## config.mk

```make
export PLATFORM = sky130hd
export DESIGN_NAME = dma_csr_cmd_ctrl
export DESIGN_NICKNAME = d
export VERILOG_FILES = /design/src/rtl/dma_csr_cmd_ctrl.sv
export SDC_FILE = /design/constraint.sdc
export NUM_CORES = 1
export LEC_CHECK = 0
export BUFFER_PORTS_ARGS = -buffer_cell sky130_fd_sc_hd__buf_4
export CELL_PAD_IN_SITES_DETAIL_PLACEMENT = 0
export CELL_PAD_IN_SITES_GLOBAL_PLACEMENT = 1
export CORE_ASPECT_RATIO = 1.2
export CORE_MARGIN = 1
export CORE_UTILIZATION = 45
export CTS_CLUSTER_SIZE = 10
export DETAILED_ROUTE_END_ITERATION = 6
export GPL_ROUTABILITY_DRIVEN = 0
export GPL_TIMING_DRIVEN = 0
export PLACE_DENSITY_LB_ADDON = 0.1
export SLEW_MARGIN = 5
export SYNTH_ARGS = -nofsm -noshare
export SYNTH_HDL_FRONTEND = slang
export SYNTH_SLANG_ARGS = --single-unit
```

## constraint.sdc

```tcl
create_clock -name clk -period 6.35 [get_ports clk]
set_clock_uncertainty 0.05 [all_clocks]
set_input_delay 1.27 -clock clk [delete_from_list [all_inputs] [get_ports clk]]
set_output_delay 1.27 -clock clk [all_outputs]
set_load 0.01 [all_outputs]
```

## src/rtl/dma_csr_cmd_ctrl.sv

```systemverilog
// AXI4-Lite CSR front-end issuing single-word s2mm/mm2s commands to the DMA engine.
// Optional macro DMA_CSR_IRQ_EN: implements CTRL.IRQ_EN and the registered level interrupt.
module dma_csr_cmd_ctrl #(
  parameter int ADDR_WIDTH     = 32,
  parameter int DATA_WIDTH     = 32,
  parameter int TIMEOUT_CYCLES = 1024
) (
  input  logic                    clk,
  input  logic                    rst_n,
  input  logic [7:0]              s_axil_awaddr,
  input  logic                    s_axil_awvalid,
  output logic                    s_axil_awready,
  input  logic [DATA_WIDTH-1:0]   s_axil_wdata,
  input  logic [DATA_WIDTH/8-1:0] s_axil_wstrb,
  input  logic                    s_axil_wvalid,
  output logic                    s_axil_wready,
  output logic [1:0]              s_axil_bresp,
  output logic                    s_axil_bvalid,
  input  logic                    s_axil_bready,
  input  logic [7:0]              s_axil_araddr,
  input  logic                    s_axil_arvalid,
  output logic                    s_axil_arready,
  output logic [DATA_WIDTH-1:0]   s_axil_rdata,
  output logic [1:0]              s_axil_rresp,
  output logic                    s_axil_rvalid,
  input  logic                    s_axil_rready,
  output logic                    o_eng_s2mm_en,
  output logic                    o_eng_mm2s_en,
  output logic [ADDR_WIDTH-1:0]   o_eng_addr,
  output logic [DATA_WIDTH-1:0]   o_eng_wdata,
  input  logic [DATA_WIDTH-1:0]   i_eng_rdata,
  input  logic                    i_eng_done,
  input  logic [1:0]              i_eng_resp,
  output logic                    irq
);
  localparam int STRB_W = DATA_WIDTH / 8;
  localparam int CNT_W  = $clog2(TIMEOUT_CYCLES + 1);
  localparam logic [CNT_W-1:0] WAIT_LAST = CNT_W'(TIMEOUT_CYCLES - 1);

  localparam logic [7:0] OFF_CTRL   = 8'h00;
  localparam logic [7:0] OFF_STATUS = 8'h04;
  localparam logic [7:0] OFF_ADDR   = 8'h08;
  localparam logic [7:0] OFF_WDATA  = 8'h0C;
  localparam logic [7:0] OFF_RDATA  = 8'h10;
  localparam logic [7:0] OFF_CMDCNT = 8'h14;

  typedef enum logic [1:0] {WIDLE, WACK, WRESP} wr_state_t;
  typedef enum logic [1:0] {RIDLE, RACK, RDATA} rd_state_t;
  typedef enum logic [1:0] {C_IDLE, C_ISSUE, C_WAIT} cmd_state_t;

  wr_state_t  wr_state_reg, wr_state_next;
  rd_state_t  rd_state_reg, rd_state_next;
  cmd_state_t cmd_state_reg, cmd_state_next;

  logic [CNT_W-1:0]      wait_cnt_reg, wait_cnt_next;
  logic [DATA_WIDTH-1:0] addr_reg, addr_next, wdata_reg, wdata_next;
  logic [DATA_WIDTH-1:0] rdata_reg, cmd_cnt_reg;
  logic [DATA_WIDTH-1:0] rd_data_reg, rd_mux_data;
  logic [1:0]            bresp_reg, rresp_reg;
  logic                  done_reg, err_reg, tout_reg;
  logic                  s2mm_en_reg, mm2s_en_reg, cmd_is_rd_reg;
  logic [ADDR_WIDTH-1:0] eng_addr_reg;
  logic [DATA_WIDTH-1:0] eng_wdata_reg;
  logic                  rd_mux_err, wr_mapped, irq_en_bit;
  logic                  cmd_done, cmd_timeout;

  // The write takes effect in the single cycle awready/wready are high.
  wire wr_fire   = (wr_state_reg == WACK);
  wire wr_ctrl   = wr_fire && (s_axil_awaddr == OFF_CTRL) && s_axil_wstrb[0];
  wire wr_status = wr_fire && (s_axil_awaddr == OFF_STATUS) && s_axil_wstrb[0];
  wire start_wr  = wr_ctrl && s_axil_wdata[0];
  wire start_rd  = wr_ctrl && s_axil_wdata[1];
  wire busy      = (cmd_state_reg != C_IDLE);
  wire start_ok  = (start_wr ^ start_rd) && !busy && (addr_reg[1:0] == 2'b00);
  wire start_bad = (start_wr || start_rd) && !start_ok;

  assign wr_mapped = (s_axil_awaddr == OFF_CTRL)  || (s_axil_awaddr == OFF_STATUS) ||
                     (s_axil_awaddr == OFF_ADDR)  || (s_axil_awaddr == OFF_WDATA)  ||
                     (s_axil_awaddr == OFF_RDATA) || (s_axil_awaddr == OFF_CMDCNT);

  genvar gi;
  generate
    for (gi = 0; gi < STRB_W; gi++) begin : g_byte
      assign addr_next[8*gi +: 8] = (wr_fire && s_axil_awaddr == OFF_ADDR && s_axil_wstrb[gi]) ?
                                    s_axil_wdata[8*gi +: 8] : addr_reg[8*gi +: 8];
      assign wdata_next[8*gi +: 8] = (wr_fire && s_axil_awaddr == OFF_WDATA && s_axil_wstrb[gi]) ?
                                     s_axil_wdata[8*gi +: 8] : wdata_reg[8*gi +: 8];
    end
  endgenerate

  always_comb begin
    wr_state_next = wr_state_reg;
    case (wr_state_reg)
      WIDLE:   if (s_axil_awvalid && s_axil_wvalid) wr_state_next = WACK;
      WACK:    wr_state_next = WRESP;
      WRESP:   if (s_axil_bready) wr_state_next = WIDLE;
      default: wr_state_next = WIDLE;
    endcase
  end

  always_comb begin
    rd_state_next = rd_state_reg;
    case (rd_state_reg)
      RIDLE:   if (s_axil_arvalid) rd_state_next = RACK;
      RACK:    rd_state_next = RDATA;
      RDATA:   if (s_axil_rready) rd_state_next = RIDLE;
      default: rd_state_next = RIDLE;
    endcase
  end

  always_comb begin
    cmd_state_next = cmd_state_reg;
    wait_cnt_next  = wait_cnt_reg;
    cmd_done       = 1'b0;
    cmd_timeout    = 1'b0;
    case (cmd_state_reg)
      C_IDLE:  if (start_ok) cmd_state_next = C_ISSUE;
      C_ISSUE: begin
        cmd_state_next = C_WAIT;
        wait_cnt_next  = '0;
      end
      C_WAIT: begin
        if (i_eng_done) begin
          cmd_done       = 1'b1;
          cmd_state_next = C_IDLE;
        end else if (wait_cnt_reg == WAIT_LAST) begin
          cmd_timeout    = 1'b1;
          cmd_state_next = C_IDLE;
        end else begin
          wait_cnt_next = wait_cnt_reg + 1'b1;
        end
      end
      default: cmd_state_next = C_IDLE;
    endcase
  end

  always_comb begin
    rd_mux_data = '0;
    rd_mux_err  = 1'b0;
    case (s_axil_araddr)
      OFF_CTRL:   rd_mux_data[2] = irq_en_bit;
      OFF_STATUS: rd_mux_data[3:0] = {tout_reg, err_reg, done_reg, busy};
      OFF_ADDR:   rd_mux_data = addr_reg;
      OFF_WDATA:  rd_mux_data = wdata_reg;
      OFF_RDATA:  rd_mux_data = rdata_reg;
      OFF_CMDCNT: rd_mux_data = cmd_cnt_reg;
      default:    rd_mux_err = 1'b1;
    endcase
  end

  always_ff @(posedge clk) begin
    if (!rst_n) begin
      wr_state_reg  <= WIDLE;
      rd_state_reg  <= RIDLE;
      cmd_state_reg <= C_IDLE;
      wait_cnt_reg  <= '0;
      addr_reg      <= '0;
      wdata_reg     <= '0;
      rdata_reg     <= '0;
      cmd_cnt_reg   <= '0;
      rd_data_reg   <= '0;
      bresp_reg     <= 2'b00;
      rresp_reg     <= 2'b00;
      done_reg      <= 1'b0;
      err_reg       <= 1'b0;
      tout_reg      <= 1'b0;
      s2mm_en_reg   <= 1'b0;
      mm2s_en_reg   <= 1'b0;
      cmd_is_rd_reg <= 1'b0;
      eng_addr_reg  <= '0;
      eng_wdata_reg <= '0;
    end else begin
      wr_state_reg  <= wr_state_next;
      rd_state_reg  <= rd_state_next;
      cmd_state_reg <= cmd_state_next;
      wait_cnt_reg  <= wait_cnt_next;
      addr_reg      <= addr_next;
      wdata_reg     <= wdata_next;
      if (wr_fire) bresp_reg <= wr_mapped ? 2'b00 : 2'b10;
      if (rd_state_reg == RACK) begin
        rd_data_reg <= rd_mux_data;
        rresp_reg   <= rd_mux_err ? 2'b10 : 2'b00;
      end
      // Hardware set takes priority over a same-cycle CPU W1C.
      done_reg <= (done_reg & ~(wr_status & s_axil_wdata[1])) | cmd_done;
      err_reg  <= (err_reg & ~(wr_status & s_axil_wdata[2])) | start_bad | cmd_timeout |
                  (cmd_done & (i_eng_resp != 2'b00));
      tout_reg <= (tout_reg & ~(wr_status & s_axil_wdata[3])) | cmd_timeout;
      s2mm_en_reg <= start_ok & start_wr;
      mm2s_en_reg <= start_ok & start_rd;
      if (start_ok) begin
        cmd_is_rd_reg <= start_rd;
        eng_addr_reg  <= addr_reg[ADDR_WIDTH-1:0];
        eng_wdata_reg <= wdata_reg;
      end
      if (cmd_done) begin
        cmd_cnt_reg <= cmd_cnt_reg + 1'b1;
        if (cmd_is_rd_reg) rdata_reg <= i_eng_rdata;
      end
    end
  end

`ifdef DMA_CSR_IRQ_EN
  logic irq_en_reg, irq_reg;
  always_ff @(posedge clk) begin
    if (!rst_n) begin
      irq_en_reg <= 1'b0;
      irq_reg    <= 1'b0;
    end else begin
      if (wr_ctrl) irq_en_reg <= s_axil_wdata[2];
      irq_reg <= irq_en_reg & (done_reg | err_reg);
    end
  end
  assign irq        = irq_reg;
  assign irq_en_bit = irq_en_reg;
`else
  assign irq        = 1'b0;
  assign irq_en_bit = 1'b0;
`endif

  assign s_axil_awready = wr_fire;
  assign s_axil_wready  = wr_fire;
  assign s_axil_bvalid  = (wr_state_reg == WRESP);
  assign s_axil_bresp   = bresp_reg;
  assign s_axil_arready = (rd_state_reg == RACK);
  assign s_axil_rvalid  = (rd_state_reg == RDATA);
  assign s_axil_rdata   = rd_data_reg;
  assign s_axil_rresp   = rresp_reg;
  assign o_eng_s2mm_en  = s2mm_en_reg;
  assign o_eng_mm2s_en  = mm2s_en_reg;
  assign o_eng_addr     = eng_addr_reg;
  assign o_eng_wdata    = eng_wdata_reg;
endmodule

```

# Word-level counts from Yosys, hierarchy flattened
# Index checks and enable logic that the tools add are counted.
# word_totals
register_bits	251
in_bits	94
output_inout_bits	108
wordCells	137
# classes
add_sub_neg	2
n_eq_ne	25
n_mux	24
n_bitwise	18
reduce_logical	43
# ops
op	n
28-bit one-hot mux with 4 select lines	1
32-bit by 1-bit adder with 32-bit output, second input constant	1
8-bit by 4-bit == test with 1-bit output, second input constant	4
8-bit by 5-bit == test with 1-bit output, second input constant	4
11-bit 2-to-1 mux	2
11-bit one-hot mux with 2 select lines	1
1-bit logical AND	20
2-bit 2-to-1 mux	9
2-bit one-hot mux with 3 select lines	3
8-bit by 3-bit == test with 1-bit output, second input constant	2
8-bit logical NOT	2
11-bit by 1-bit adder with 11-bit output, second input constant	1
11-bit by 10-bit == test with 1-bit output, second input constant	1
2-bit != test, second input constant	5
1-bit one-hot mux with 5 select lines	2
2-bit one-hot mux with 5 select lines	1
1-bit AND	9
2-bit logical NOT	4
2-bit AND reduction	4
2-bit by 1-bit == test with 1-bit output, second input constant	3
2-bit == test, second input constant	3
1-bit logical OR	6
2-bit nonzero test	3
6-bit OR reduction	1
other kinds (8)	20

# Longest topological paths before layout
# Gate-level depths: netlist of the first run.
# logic_depth
word_depth	12
mapped_depth	10
mapped_depth_nobuf	8

# Worst setup path after synthesis of the first run
# Ideal clock, no wire load.
# synth_path
kind	input-to-reg
start	in s_axil_awaddr[1]
end	reg eng_addr_reg[10], in the netlist o_eng_addr[10]
setup_ns	0.076
t_arrival_ns	3.090
t_required_ns	6.224
path_slack_ns	3.135
cell_stages	10
n_path_buf	2
path_cell_list	nor3_1 > nand4_1 > nor3_1 > nand2_1 > ha_1 > and3_1 > clkbuf_1 > clkbuf_1 > nand2_1 > a21boi_0
# synth_via
elab_chain_len	7
word_cells_on_any_way	8
classes_between	1 x bitwise; 7 x reduce/logical
# synth_lines
element	line_no	rtl
start, declared	10	input logic [7:0] s_axil_awaddr,
8-bit logical NOT (*)	69	wire wr_ctrl = wr_fire && (s_axil_awaddr == OFF_CTRL) && s_axil_wstrb[0];
1-bit logical AND (*) (2 in series)	69	
1-bit logical AND (on tied branches)	71, 72	
1-bit bitwise XOR (*)	74	wire start_ok = (start_wr ^ start_rd) && !busy && (addr_reg[1:0] == 2'b00);
1-bit logical AND (*) (2 in series)	74	
end signal, assigned	193	eng_addr_reg <= addr_reg[ADDR_WIDTH-1:0];
end, declared	62	logic [ADDR_WIDTH-1:0] eng_addr_reg;
# Mark *: on every way between the ends. The rest lies on a longest branch, timed or not.
# A chain may end at the register's enable or synchronous reset.

# Worst setup path in the final report of the first run
# layout_path
start	in s_axil_awaddr[4]
end	reg eng_addr_reg[5], in the netlist o_eng_addr[5]
# Same word-level chain as after synthesis.

==> results_dict.tcl, run 1 <==
set metrics [dict create \
    slew_viol_final 0 \
    post_dp_cell_area_um2 12400 \
    antenna_left 0 \
    synth_ff_type "dfxtp_1" \
    routed_wl_um 33600 \
    critPathLaunchType "input port" \
    die_h_um 170 \
    async_reset_ff_share_pct 0 \
    worstHoldEndpoint "rd_state_reg[0]" \
    status "completed" \
    yosysTopAreaCellShare_pct 47.2 \
    port_buffers 197 \
    cts_resized 0 \
    timing.slew.headroom_pct 30.1 \
    cts.clk_slew.worst_paths_ps 60 \
    syn_area_um2 10600 \
    clock_latency_ps 530 \
    synth_cell_types 54 \
    grt_max_degree 14 \
    start_util_pct 45.7 \
    htree_levels 1 \
    via_per_inst 5.40 \
    dieWidth_um 142 \
    synth_top_area_cell "dfxtp_1" \
    fin_crit_ps 4170 \
    maxCapViolations 0 \
    r2r-start "wr_state_reg[0]" \
    drcViolationCount 0 \
    ys_seq_area_share_pct 47.2 \
    worstHoldPathType "register to register" \
    worstPathArrival_ps 4560 \
    min_path_cells 1 \
    diodes 0 \
    first_iter_violations 556 \
    ys_ff_latch 249 \
    antenna_found_initial 0 \
    synth_area_leaders "dfxtp_1 (47%), nand2_1 (8.3%), a21boi_0 (7.8%)" \
    grt_pass1_vias 9024 \
    fin_crit_sh_pct 65.6 \
    final_nets 1491 \
    num_io_pins 202 \
    p_leak_nw 4.74 \
    finalSetupTns_ps 0 \
    yosys-top-cells-count "dfxtp_1 (249), nand2_1 (234), a21boi_0 (110), nor2b_1 (70)" \
    worst_path_dominant_cell_family "buffers and inverters" \
    clock_sinks 249 \
    fmax_ghz 0.240 \
    core_um2 23100 \
    synth_cells 1165 \
    cp_cell_sequence "buf_4, nor2b_1, nand4_1, nor3_1, nand2_1, ha_1, and3_1, clkbuf_1, clkbuf_1, nand2_1, a21boi_0" \
    r2r_slack_ps 2480 \
    num_vias 9226 \
    wl_per_cell_um 19.7 \
    yosysMostFrequentCell "dfxtp_1" \
    cp-end-kind "register" \
    power_density_nw_per_um2 236 \
    grt_usage_pct 28.1 \
    cts_tree "built" \
    final_cell_area_um2 13200 \
    place_inst 1679 \
    grt_pass1_wl_um 51800 \
    first_pass_iters 5 \
    cp_slowest_cell "clkbuf_1" \
    clockBufferDepth 3 \
    cts_hold_buf 0 \
    syn2layout_area_growth_pct 24.7 \
    row_count 61 \
    cts_buffers 28 \
    ys_warn_count 0 \
    post_cts_buffers 0 \
    layout-drive-gt1-share_pct 18.5 \
    finalSetupViolations 0 \
    path_buf_inv 3 \
    r2r_end "o_eng_addr[5]" \
    rr_worst_depth 10 \
    cp_max_fo 10 \
    dieArea_um2 24100 \
    cts-root-buf "clkbuf_16" \
    rsz0062_at_grt "false" \
    synth_edf_count 0 \
    hold_viol 0 \
    hpwl_um 24800 \
    final_cells 1709 \
    grt_overflow 0 \
    min_from "rd_state_reg[1]" \
    ir_worst_vdd_uv 189 \
    synth_area_per_cell_um2 9.06 \
    tightest_slew_ps 1040 \
    required_ps 6740 \
    slowest_delay_ps 750 \
    crit_type "input port to register" \
]
worst register-to-register path: cells and delay by family, from the launching register on:
family	cells	cell delay, ps
simple gates	6	1420
buf+inv	2	1420
flops	1	360
fa+ha+maj	1	330
compound gates	1	210
cell type report:
type	count	area (um2)
buffer	85	353
tap	315	394
multi-input combinational	828	5210
sequential	249	4980
fill	2227	9960
clock buffer	30	729
inverter	5	18.8
timing repair buffer	197	1480
cell families after synthesis:
kind of cell	count (synthesis)	share of synthesized area (%)
XOR/XNOR	28	2.32
AND/OR/NAND/NOR	459	21.8
other	1	0.0355
buffers and inverters	90	3.52
multiplexers	57	5.40
flip-flops	249	47.2
adder cells (fa/ha/maj)	3	0.355
AO/OA/AOI/OAI	278	19.3
through the flow:
step	utilization [%]	hold WS [ps]	total power, mW	setup WS, ps
detailed placement	53.8	376	1.75	1720
global placement	53.8	370	1.75	1760
CTS	56.9	384	3.13	2270
finish	56.9	383	3.11	2180
floorplan	-	359	1.66	3130
global route	56.9	428	3.20	1870
how the worst max path moves through the flow:
stage,from,endpoint,cells after the start,slack (ps)
finish,s_axil_awaddr[4],o_eng_addr[5],11,2180
global route,s_axil_awaddr[4],o_eng_addr[5],11,1870
CTS,s_axil_awaddr[4],o_eng_addr[5],11,2270
detailed placement,s_axil_awaddr[1],o_eng_addr[2],11,1720
global placement,s_axil_awaddr[1],o_eng_addr[2],11,1760
floorplan,s_axil_awaddr[1],o_eng_addr[10],10,3130
report_power, final:
| group | switching, mW | total (mW) | internal [mW] |
|---|---|---|---|
| clock | 0.600 | 1.40 | 0.796 |
| combinational | 0.0814 | 0.150 | 0.0686 |
| sequential | 0.00282 | 1.57 | 1.57 |
per-layer routing:
layer | track usage (%) | share of wire [%] | vias up
met1 | 37.0 | 44 | 4349
met4 | 8.98 | 2.6 | 0
li1 | - | - | 4509
met5 | 0 | 0 | -
met3 | 3.97 | 5.8 | 56
met2 | 47.4 | 47 | 312
cells in the final DEF, fill, tap and decap left out, types with 4 or more instances in the layout:
cell type  instances
nor4_1            16
dfxtp_1          249
clkbuf_16         29
nor3_1            10
nand4b_1           4
a21oi_1            7
xor2_1            17
and4_1             4
nor2b_1           70
nand3_1           22
nor2_1            15
o22ai_1           29
a31oi_1            5
and2_1            33
a22o_1            30
nand2b_1           8
buf_1             10
nand4_1            9
a22oi_1           61
mux2i_1           57
buf_2              9
buf_4            201
and3_1             9
o21ai_0           19
o21a_1             5
xnor2_1           11
inv_1              5
nand2_1          234
clkbuf_1          62
a21boi_0         110
(Power assumes the default switching activity.)
==> run 2, diff against run 1 <==
--- a/config.mk
+++ b/config.mk
@@ -10,7 +10,7 @@
 export CELL_PAD_IN_SITES_GLOBAL_PLACEMENT = 1
 export CORE_ASPECT_RATIO = 1.2
 export CORE_MARGIN = 1
-export CORE_UTILIZATION = 45
+export CORE_UTILIZATION = 38
 export CTS_CLUSTER_SIZE = 10
 export DETAILED_ROUTE_END_ITERATION = 6
 export GPL_ROUTABILITY_DRIVEN = 0
==> constraint.sdc (replaced) <==
create_clock -name clk -period 3.7 [get_ports clk]
set_clock_uncertainty 0.05 [all_clocks]
set_input_delay 0.74 -clock clk [delete_from_list [all_inputs] [get_ports clk]]
set_output_delay 0.74 -clock clk [all_outputs]
set_load 0.01 [all_outputs]
==> run 2 against run 1 <==
Effect of this change:
- sequential power increased by 71%
- design area rose by 0.68%
- critical path depth fell by 1
- final cell count grew 1.9%
- combinational power up 73%
- via count is 0.11% lower
- clock power rose by 81%
- register-to-register slack got worse by 2100 ps
- first-iteration DRC count is 3.6% higher
- critical path type is now register to register
==> results_dict.tcl, run 2 (synthesis gave the netlist of run 1 again) <==
set metrics [dict create \
    wl_per_cell_um 20.1 \
    mostFrequentLayoutCell "dfxtp_1" \
    place_inst 1704 \
    cts.clk_slew.worst_paths_ps 60 \
    layout-drive-gt1-share_pct 18.8 \
    dieArea_um2 28500 \
    port_buffers 197 \
    clock_sinks 249 \
    rsz0062_at_grt "false" \
    fin_crit_ps 3320 \
    timing.slew.headroom_pct 18.4 \
    maxCapViolations 0 \
    hold_viol 0 \
    tightest_slew_ps 1210 \
    num_vias 9216 \
    met3_usage_pct 3.34 \
    worstPathArrival_ps 3730 \
    diodes 0 \
    final_cells 1741 \
    whs_ps 380 \
    worstHoldPathType "register to register" \
    finalSetupViolations 0 \
    grt_pass1_vias 8908 \
    final_nets 1492 \
    finalSetupTns_ps 0 \
    power_density_nw_per_um2 413 \
    first_pass_iters 5 \
    post_cts_buffers 0 \
    fin_crit_sh_pct 89.8 \
    power_mw 5.48 \
    drcViolationCount 0 \
    crit_type "register to register" \
    required_ps 4110 \
    via_per_inst 5.29 \
    syn2layout_area_growth_pct 25.6 \
    final_util_pct 48.7 \
    r2r-start "wr_state_reg[0]" \
    grt_pass1_wl_um 53100 \
    dieWidth_um 154 \
    start_util_pct 38.8 \
    grt_usage_pct 24.5 \
    cp-end-kind "register" \
    htree_levels 1 \
    critPathLaunchType "register" \
    slew_viol_final 0 \
    num_io_pins 202 \
    die_h_um 185 \
    clockBufferDepth 3 \
    fmax_ghz 0.301 \
    cts_buffers 29 \
    gr-usage-met2_pct 42.3 \
    antenna_left 0 \
    clock_latency_ps 540 \
    row_count 66 \
    ir_worst_vdd_uv 327 \
    p_leak_nw 4.77 \
    cp_max_fo 10 \
    core_um2 27300 \
    cts-root-buf "clkbuf_16" \
    routed_wl_um 35000 \
    antenna_found_initial 1 \
    final_cell_mix "dfxtp_1 (249), nand2_1 (234), buf_4 (201)" \
    n_fill_cell 2689 \
    grt_max_degree 14 \
    status "completed" \
    cts_tree "built" \
    first_iter_violations 576 \
    top_usage_layer "met2" \
    gr-usage-met1_pct 32.4 \
    grt_overflow 0 \
    startpoint "wr_state_reg[0]" \
    min_from "rd_state_reg[0]" \
    hpwl_um 26000 \
]
==> run 2: metal layers <==
metal / share of wire [%] / up-vias
met4: 1.7 / 0
met1: 45 / 4375
met5: 0 / -
li1: - / 4521
met2: 48 / 279
met3: 5.5 / 41
==> run 2: worst max-delay path, stage by stage (launching register included) <==
cell	delay, ps
dfxtp_1	360
nor2b_1	350
nand4_1	150
nor3_1	510
nand2_1	120
ha_1	330
and3_1	160
clkbuf_2	390
clkbuf_1	500
nand2_1	140
a21boi_0	160
==> run 2: worst paths after layout <==
check / cells after the start / slack (ps) / endpoint
worst min-delay path: 1 / 380 / rd_state_reg[0]
worst max register to register: 10 / 380 / o_eng_wdata[17]
worst min register to register: 1 / 380 / rd_state_reg[0]
worst max-delay path: 10 / 380 / o_eng_wdata[17]
==> run 2: stage by stage <==
step / cell area, um2 / worst slack, ps
6_report: 13300 / 377
5_1_grt: 13300 / 50.8
4_1_cts: 13300 / 56.7
3_5_place_dp: 12500 / -440
3_3_place_gp: 12500 / -449
2_1_floorplan: 10600 / 1010
==> run 2: report_power, final <==
group          internal, mW  leakage (nW)  total (mW)  switching (mW)
Combinational         0.118          2.39       0.259           0.141
Sequential             2.69          2.01        2.69         0.00532
Clock                  1.46         0.380        2.53            1.06
==> run 2: layout make-up <==
class / count / area (um2) / area share (%)
multi-input cells: 828 / 5210 / 39.3
well taps: 340 / 425 / 3.21
inverters: 5 / 18.8 / 0.142
clock buffers: 36 / 752 / 5.67
repair buffers: 197 / 1480 / 11.2
clock inverters: 1 / 30.0 / 0.226
flip-flops and latches: 249 / 4980 / 37.6
plain buffers: 85 / 359 / 2.71
==> run 2: what timing repair did <==
action / in CTS / in global routing
gates resized for setup: 1 / 6
cloned: 0 / 0
hold buffers: 0 / 0
hold endpoints to repair: 0 / 0
endpoints found under the setup margin: 10 / 46
==> run 3, diff against run 2 <==
--- a/config.mk
+++ b/config.mk
@@ -10,7 +10,7 @@
 export CELL_PAD_IN_SITES_GLOBAL_PLACEMENT = 1
 export CORE_ASPECT_RATIO = 1.2
 export CORE_MARGIN = 1
-export CORE_UTILIZATION = 38
+export CORE_UTILIZATION = 42
 export CTS_CLUSTER_SIZE = 10
 export DETAILED_ROUTE_END_ITERATION = 6
 export GPL_ROUTABILITY_DRIVEN = 0
==> constraint.sdc (replaced) <==
create_clock -name clk -period 3.6 [get_ports clk]
set_clock_uncertainty 0.05 [all_clocks]
set_input_delay 0.72 -clock clk [delete_from_list [all_inputs] [get_ports clk]]
set_output_delay 0.72 -clock clk [all_outputs]
set_load 0.01 [all_outputs]
==> run 3 against run 2 <==
Effect of this change:
- critical path depth did not move
- power rose by 1.4%
- design area fell by 0.31%
- final cell count fell by 0.98%
- global-route usage rose by 1.3 points
- register-to-register slack got worse by 50 ps
- clock power barely moved
- count of clock-buffer cells in the layout fell by 3
- critical path type unchanged
- largest cell class unchanged
- highest routed layer unchanged
==> results_dict.tcl, run 3 (synthesis gave the netlist of run 1 again) <==
set metrics [dict create \
    grt_usage_pct 25.8 \
    first_pass_iters 7 \
    first_iter_violations 573 \
    dieArea_um2 25800 \
    timing.slew.headroom_pct 38.2 \
    cts_buffers 29 \
    met3_usage_pct 3.58 \
    final_cells 1724 \
    grt_overflow 0 \
    wl_per_cell_um 19.5 \
    fmax_ghz 0.306 \
    final_util_pct 53.6 \
    gr-usage-met2_pct 43.9 \
    row_count 63 \
    via_per_inst 5.29 \
    cts_tree "built" \
    slew_viol_final 0 \
    fin_crit_ps 3270 \
    start_util_pct 42.8 \
    cts.clk_slew.worst_paths_ps 60 \
    cts-root-buf "clkbuf_16" \
    antenna_found_initial 0 \
    worstHoldPathType "input port to register" \
    rsz0062_at_grt "false" \
    finalSetupViolations 0 \
    power_density_nw_per_um2 420 \
    post_cts_buffers 0 \
    routed_wl_um 33600 \
    drcViolationCount 0 \
    critPathLaunchType "register" \
    path_buf_inv 2 \
    die_h_um 176 \
    core_um2 24700 \
    top_usage_layer "met2" \
    antenna_left 0 \
    fin_crit_sh_pct 90.9 \
    cp_slowest_cell "clkbuf_1" \
    gr-usage-met1_pct 33.7 \
    layout-drive-gt1-share_pct 18.9 \
    required_ps 4010 \
    clock_latency_ps 540 \
    cp_max_fo 10 \
    ir_worst_vdd_uv 330 \
    post-place-ws_ps -386 \
    grt_max_degree 14 \
    crit_type "register to register" \
    place_inst 1689 \
    mostFrequentLayoutCell "dfxtp_1" \
    whs_ps 370 \
    cp_cell_sequence "nor2b_1, nand4_1, nor3_1, nand2_1, ha_1, and3_1, clkbuf_2, clkbuf_1, nand2_1, a21boi_0" \
    grt_pass1_vias 8762 \
    final_nets 1492 \
    hpwl_um 25000 \
    grt_pass1_wl_um 51000 \
    worst_path_dominant_cell_family "simple AND/OR/NAND/NOR gates" \
    worstPathArrival_ps 3680 \
    final_cell_mix "dfxtp_1 (249), nand2_1 (234), buf_4 (201)" \
    power_mw 5.55 \
    slowest_delay_ps 520 \
    cp-end-kind "register" \
    port_buffers 197 \
    setup_ws_ps 328 \
    p_leak_nw 4.77 \
    critPathMostFrequentCell "nand2_1" \
    clock_sinks 249 \
    syn2layout_area_growth_pct 25.2 \
    clockBufferDepth 3 \
    tightest_slew_ps 918 \
    dieWidth_um 147 \
    num_io_pins 202 \
    htree_levels 1 \
    hold_viol 0 \
    maxCapViolations 0 \
    num_vias 9114 \
    status "completed" \
    diodes 0 \
]
-- run 3: cell types whose count changed in the layout (fill, tap and decap cells not counted) --
cell	previous run	this run
clkbuf_1	65	61
clkbuf_8	0	1
clkinv_2	0	2
bufinv_16	1	0
buf_1	8	9
clkbuf_2	5	4
-- run 3: what timing repair did --
| action | in CTS | in global routing |
|---|---|---|
| endpoints found under the setup margin | 17 | 9 |
| resized for setup | 2 | 3 |
| hold buffers | 0 | 0 |
-- run 3: metrics by stage --
stage | cell area (um2) | TNS (ps)
2_1_floorplan | 10600 | 0
3_3_place_gp | 12500 | -12970
3_5_place_dp | 12500 | -13950
4_1_cts | 13200 | 0
5_1_grt | 13200 | 0
6_report | 13200 | 0
-- run 3: final timing paths --
kind / slack, ps / start / to / depth (start not counted)
setup / recovery: 330 / wr_state_reg[0] / o_eng_addr[30] / 10
setup reg to reg: 330 / wr_state_reg[0] / o_eng_addr[30] / 10
hold / removal: 370 / s_axil_arvalid / rd_state_reg[0] / 3
hold reg to reg: 380 / rd_state_reg[0] / rd_state_reg[0] / 1
-- run 3: worst min-delay path, cell delays in order --
cell     delay (ps)
buf_4           110
nand2_1          50
nor3_1           40
-- run 3: per-layer routing --
metal	part of all wire, %	vias up
li1	-	4526
met1	44	4259
met2	48	274
met3	5.8	55
met4	2.6	0
met5	0	-
-- run 3: final cells by class --
class | instances | area (um2)
Multi-Input combinational cell | 828 | 5210
Sequential cell | 249 | 4980
Timing Repair Buffer | 197 | 1480
Buffer | 85 | 358
Tap cell | 325 | 407
Fill cell | 2428 | 11500
Inverter | 5 | 18.8
Clock buffer | 33 | 751
Clock inverter | 2 | 10.0
-- run 3: power breakdown --
part           total, mW  internal [mW]  switching [mW]
Combinational      0.264          0.121           0.143
Sequential          2.77           2.76         0.00455
Clock               2.52           1.44            1.08
